**src/rtl/instr_fetch_pkg.sv**
```systemverilog
// Shared definitions for the instruction fetch stage.
//   fetch_state_t : fetch FSM states
//   NOP_INSTR     : instruction presented before anything has been fetched
//   PC_INC        : sequential PC step in bytes
package instr_fetch_pkg;

    typedef enum logic [2:0] {
        ST_IDLE,
        ST_REQ,
        ST_WAIT,
        ST_HOLD,
        ST_DRAIN,
        ST_FAULT
    } fetch_state_t;

    localparam logic [31:0] NOP_INSTR = 32'h0000_0013;
    localparam logic [31:0] PC_INC    = 32'd4;

endpackage

```
**src/rtl/instr_fetch_ir.sv**
```systemverilog
// Instruction register with its PC tag and valid flag.
//   clk, rst       : clock, synchronous active-high reset
//   load           : capture instr_d/pc_d and mark valid
//   clear          : drop valid; instruction and PC are held
//   instr_d, pc_d  : word and address to capture
//   instr_q, pc_q  : registered word and address (reset to NOP / 0)
//   valid_q        : register holds an unconsumed instruction
module fetch_ir
    import instr_fetch_pkg::*;
#(
    parameter int unsigned XLEN = 32
) (
    input  logic            clk,
    input  logic            rst,
    input  logic            load,
    input  logic            clear,
    input  logic [XLEN-1:0] instr_d,
    input  logic [XLEN-1:0] pc_d,
    output logic [XLEN-1:0] instr_q,
    output logic [XLEN-1:0] pc_q,
    output logic            valid_q
);

    always_ff @(posedge clk) begin
        if (rst) begin
            instr_q <= XLEN'(NOP_INSTR);
            pc_q    <= '0;
            valid_q <= 1'b0;
        end else if (clear) begin
            valid_q <= 1'b0;
        end else if (load) begin
            instr_q <= instr_d;
            pc_q    <= pc_d;
            valid_q <= 1'b1;
        end
    end

endmodule

```
**src/rtl/instr_fetch.sv**
```systemverilog
// Multi-cycle instruction fetch stage: owns the PC, issues one request at a
// time over req/gnt/rvalid and presents each returned word downstream with a
// valid/ready handshake. Branch/jump redirects reload the PC; a misaligned
// target parks the stage in FAULT until reset.
//   clk, rst                    : clock, synchronous active-high reset
//   Imem_req_out/addr_out       : request and address (address == PC)
//   Imem_gnt_in                 : request accepted this cycle
//   Imem_rvalid_in/rdata_in     : read response
//   Instr_out/pc_out/valid_out  : captured instruction, its PC, valid
//   Instr_ready_in              : downstream consumes Instr_out
//   Redirect_in/pc_in           : taken branch/jump and its target
//   Misalign_out                : sticky misaligned-redirect fault
module instr_fetch
    import instr_fetch_pkg::*;
#(
    parameter logic [31:0] RESET_PC = 32'h0000_0000,
    parameter int unsigned XLEN     = 32
) (
    input  logic            clk,
    input  logic            rst,
    output logic            Imem_req_out,
    output logic [XLEN-1:0] Imem_addr_out,
    input  logic            Imem_gnt_in,
    input  logic            Imem_rvalid_in,
    input  logic [XLEN-1:0] Imem_rdata_in,
    output logic [XLEN-1:0] Instr_out,
    output logic [XLEN-1:0] Instr_pc_out,
    output logic            Instr_valid_out,
    input  logic            Instr_ready_in,
    input  logic            Redirect_in,
    input  logic [XLEN-1:0] Redirect_pc_in,
    output logic            Misalign_out
);

    fetch_state_t    state;
    logic [XLEN-1:0] pc;
    logic            misalign;
    logic            redir_ok;
    logic            redir_bad;
    logic            ir_load;
    logic            ir_clear;

    always_comb begin
        redir_ok  = Redirect_in && (Redirect_pc_in[1:0] == 2'b00);
        redir_bad = Redirect_in && (Redirect_pc_in[1:0] != 2'b00);
        // Any redirect suppresses capture of the word returning in WAIT.
        ir_load   = (state == ST_WAIT) && Imem_rvalid_in && !Redirect_in;
        ir_clear  = (state != ST_FAULT) &&
                    (Redirect_in || ((state == ST_HOLD) && Instr_ready_in));
    end

    always_ff @(posedge clk) begin
        if (rst) begin
            state    <= ST_IDLE;
            pc       <= XLEN'(RESET_PC);
            misalign <= 1'b0;
        end else if (state != ST_FAULT) begin
            if (redir_bad) begin
                pc       <= Redirect_pc_in;
                misalign <= 1'b1;
                state    <= ST_FAULT;
            end else if (redir_ok) begin
                pc <= Redirect_pc_in;
                case (state)
                    // A grant in the redirect cycle was for the old address.
                    ST_REQ:   state <= Imem_gnt_in ? ST_DRAIN : ST_REQ;
                    // If the outstanding response lands in the redirect cycle
                    // it is discarded here and nothing remains to drain.
                    ST_WAIT,
                    ST_DRAIN: state <= Imem_rvalid_in ? ST_REQ : ST_DRAIN;
                    default:  state <= ST_REQ;
                endcase
            end else begin
                case (state)
                    ST_IDLE:  state <= ST_REQ;
                    ST_REQ:   if (Imem_gnt_in) state <= ST_WAIT;
                    ST_WAIT:  if (Imem_rvalid_in) state <= ST_HOLD;
                    ST_HOLD: begin
                        if (Instr_ready_in) begin
                            pc    <= pc + XLEN'(PC_INC);
                            state <= ST_REQ;
                        end
                    end
                    ST_DRAIN: if (Imem_rvalid_in) state <= ST_REQ;
                    default:  state <= ST_FAULT;
                endcase
            end
        end
    end

    assign Imem_req_out  = (state == ST_REQ);
    assign Imem_addr_out = pc;
    assign Misalign_out  = misalign;

    fetch_ir #(
        .XLEN(XLEN)
    ) u_ir (
        .clk     (clk),
        .rst     (rst),
        .load    (ir_load),
        .clear   (ir_clear),
        .instr_d (Imem_rdata_in),
        .pc_d    (pc),
        .instr_q (Instr_out),
        .pc_q    (Instr_pc_out),
        .valid_q (Instr_valid_out)
    );

endmodule

```
**config.mk**
```make
export PLATFORM = sky130hd
export DESIGN_NAME = instr_fetch
export DESIGN_NICKNAME = d
export VERILOG_FILES = /design/src/rtl/instr_fetch_pkg.sv /design/src/rtl/instr_fetch_ir.sv /design/src/rtl/instr_fetch.sv
export SDC_FILE = /design/constraint.sdc
export NUM_CORES = 1
export LEC_CHECK = 0
export BUFFER_PORTS_ARGS = -buffer_cell sky130_fd_sc_hd__buf_2
export CORE_MARGIN = 4
export CORE_UTILIZATION = 49
export CTS_CLUSTER_SIZE = 20
export DETAILED_ROUTE_END_ITERATION = 8
export PLACE_DENSITY = 0.77
export SLEW_MARGIN = 0
export SYNTH_ARGS = -nofsm -noshare
export SYNTH_HDL_FRONTEND = slang
export SYNTH_SLANG_ARGS = --single-unit
```
**constraint.sdc**
```tcl
create_clock -name clk -period 2 [get_ports clk]
set_input_delay 0.4 -clock clk [delete_from_list [all_inputs] [get_ports clk]]
set_output_delay 0.4 -clock clk [all_outputs]
set_load 0.05 [all_outputs]
```
==> impl_metrics.env <==
export IMPL_status="complete, but fails checks"
export IMPL_failed_checks="setup timing"
export IMPL_synth_edff_count=0
export IMPL_cap_violations=0
export IMPL_num_io_pins=169
export IMPL_root_buffer="clkbuf_8"
export IMPL_worst_pin_slew_ns=0.4302
export IMPL_fp_dieW_um=104.1
export IMPL_grtUsageMet1=0.3170
export IMPL_syn_area_per_cell_um2=7.615
export IMPL_use_met3=0.06766
export IMPL_cp_max_fo=9
export IMPL_synth_fp_nets=665
export IMPL_path_class="reg2reg"
export IMPL_num_vias=4910
export IMPL_postSynthCellCount=594
export IMPL_grt_max_degree=39
export IMPL_setup_violations=1
export IMPL_timing_fmax_ghz=0.4956
export IMPL_cts_max_level=3
export IMPL_drive_above_1_share=0.3134
export IMPL_dp_hpwl_um=9857
export IMPL_track_usage=0.2430
export IMPL_grt_pass1_wl_um=22150
export IMPL_finalCriticalPeriod_ns=2.018
export IMPL_synth_ff_type="dfxtp_1"
export IMPL_ys_types=57
export IMPL_drv_slew=0
export IMPL_synth_top_area_frac=0.4470
export IMPL_start_kind="flip-flop"
export IMPL_fin_ws_ns=-0.01782
export IMPL_setup_tns_ns=-0.01782
export IMPL_powerDensity_mw_per_mm2=697.5
export IMPL_cts_hold_buf=0
export IMPL_area_growth_pct=26.72
export IMPL_final_antenna_net_count=0
export IMPL_worstHoldStart="Imem_rdata_in[4]"
export IMPL_tritoncts="built"
export IMPL_overflow=0
export IMPL_utilization=0.6478
export IMPL_yosys_register_bits=101
export IMPL_hold_viol=0
export IMPL_critPathCaptureType="flip-flop"
export IMPL_wl_um=13680
export IMPL_clock_sinks=101
export IMPL_n_antenna_cell=0
export IMPL_grt_pass1_vias=4566
export IMPL_dr_pass1_iters=5
export IMPL_dieHeight_um=104.1
export IMPL_clk_pin_slew_ns=0.10
export IMPL_rsz0062_at_grt="no"
export IMPL_cp_arrival_ns=2.26
export IMPL_port_buffers=168
export IMPL_r2r_start="Imem_addr_out[4]$_SDFFE_PP0P_"
export IMPL_period_share=1.009
export IMPL_async_reset_ff_frac=0
export IMPL_yosysWarnings=0
export IMPL_synthTopCellsByArea="dfxtp_1 45%, nand2_1 13%, a21oi_1 9.5%"
export IMPL_ys_seq_area_frac=0.4470
export IMPL_core_mm2=0.008848
export IMPL_antenna_found_initial=0
export IMPL_numCtsBuffers=9
export IMPL_drc=0
export IMPL_cp_required_ns=2.24
export IMPL_initial_core_util=0.5112
export IMPL_hold_path_class="in2reg"
export IMPL_rows=34
export IMPL_relSlewSlack=0.7105
export IMPL_post_drt_wl_per_cell_um=15.89
export IMPL_cts_buffer_depth=2
export IMPL_clock_skew_ns=0.01047
export IMPL_synth_area_leader_cell="dfxtp_1"
export IMPL_grt_busiest_layer="met2"
export IMPL_p_leak_nw=2.451
export IMPL_clk_latency_ns=0.36
export IMPL_nets=819
export IMPL_first_iter_violations=403
export IMPL_ir_drop_v=0.0003509
export IMPL_routabilityCongestion=0.9522
export IMPL_syn_cell_area_mm2=0.004523
export IMPL_die_area_mm2=0.01083
export IMPL_synth_common_cells="161 x nand2_1, 101 x dfxtp_1, 86 x a21oi_1, 35 x nor2_1, 29 x clkbuf_1"
export IMPL_via_per_inst=5.703
export IMPL_met2_usage=0.3881
export IMPL_yosysMostFrequentCell="nand2_1"
export IMPL_rrSetupSlack_ns=-0.02
export IMPL_worstSetupStartpoint="Imem_addr_out[4]$_SDFFE_PP0P_"
==> registers in the layout, indices dropped and copies added (netlist names) <==
| register | cells |
|---|---|
| u_ir.valid_q | 1 |
| Misalign_out | 1 |
| u_ir.instr_q | 32 |
| u_ir.pc_q | 32 |
| state | 3 |
| Imem_addr_out | 32 |
==> per-layer routing <==
layer,share of wire,vias to the layer above
met3,0.10,22
met1,0.42,2230
li1,-,2384
met2,0.47,274
met4,0.016,0
met5,0,-
==> worst max-delay path, stage by stage, from the launching register on <==
cell and delay (ns):
dfxtp_1 0.48, and4_1 0.42, nand4_1 0.17, buf_4 0.21
nor4_1 0.33, xnor2_1 0.19, o22ai_1 0.11
==> report_power, final <==
group	internal [W]	switching, W	total (W)
sequential	0.00207	0.0000860	0.00215
clock	0.000496	0.000724	0.00122
combinational	0.000205	0.000418	0.000623
total	0.00277	0.00123	0.00400
==> worst paths after layout <==
path                            depth (start not counted)                             end
worst max-delay path                                    6  Imem_addr_out[25]$_SDFFE_PP0P_
worst min-delay path                                    3    u_ir.instr_q[4]$_SDFFE_PP1P_
worst max register to register                          6  Imem_addr_out[25]$_SDFFE_PP0P_
worst min register to register                          2   u_ir.instr_q[19]$_SDFFE_PP0P_
==> through the flow <==
step | worst slack, ns | instance area, um2 | hold slack (ns) | total power, W | std cells
after floorplan | 0.02098 | 4542 | 0.5242 | 0.002587 | 594
after global placement | 0.1713 | 5523 | 0.4351 | 0.002796 | 844
after detailed placement | 0.1195 | 5523 | 0.4430 | 0.002812 | 844
after CTS | 0.02660 | 5707 | 0.2380 | 0.004022 | 860
after global routing | 0.01333 | 5732 | 0.2463 | 0.004166 | 861
final | -0.01782 | 5732 | 0.2504 | 0.003998 | 861
==> cells by family (layout without fill, tap and decap cells) <==
logic type / after synthesis / in the layout / synth area share
xor+xnor: 2 / 2 / 0.003873
fa+ha+maj: 1 / 1 / 0.002766
compound gates: 155 / 155 / 0.2006
flops: 101 / 101 / 0.4470
simple gates: 277 / 277 / 0.2811
mux: 9 / 9 / 0.01992
buf+inv: 49 / 208 / 0.04481
==> timing repair <==
item,4_1_cts,5_1_grt
resized for setup,0,5
setup endpoints to repair,0,8
setup buffers,0,1
endpoints found under the hold margin,0,0
==> cells in the final DEF, fill, tap and decap left out, drive strengths merged, types with 2 or more instances in the layout <==
master      n
nor2b       5
clkinvlp    2
dfxtp     101
and2        2
nand4       7
o22ai       9
o31ai       4
clkbuf     10
o2bb2ai     2
clkinv      2
o21ai      21
and4        4
and3       13
inv         6
nand3b      3
nor4       13
a311oi      2
buf       188
a21oi      86
a22oi       7
a211oi      6
o21a        2
a31oi       2
or3         2
nand2     161
nor2       35
nand3      12
nor3       13
a21o        2
xnor2       2
mux2i       9
==> area by class of cell <==
cell class | count | area [um2]
Fill cell | 800 | 3117
Multi-Input combinational cell | 444 | 2325
Sequential cell | 101 | 2042
Timing Repair Buffer | 188 | 1031
Clock buffer | 10 | 137.6
Tap cell | 108 | 135.1
Clock inverter | 6 | 46.29
Inverter | 4 | 15.01
No activity file was read; power rests on OpenSTA's default activity.
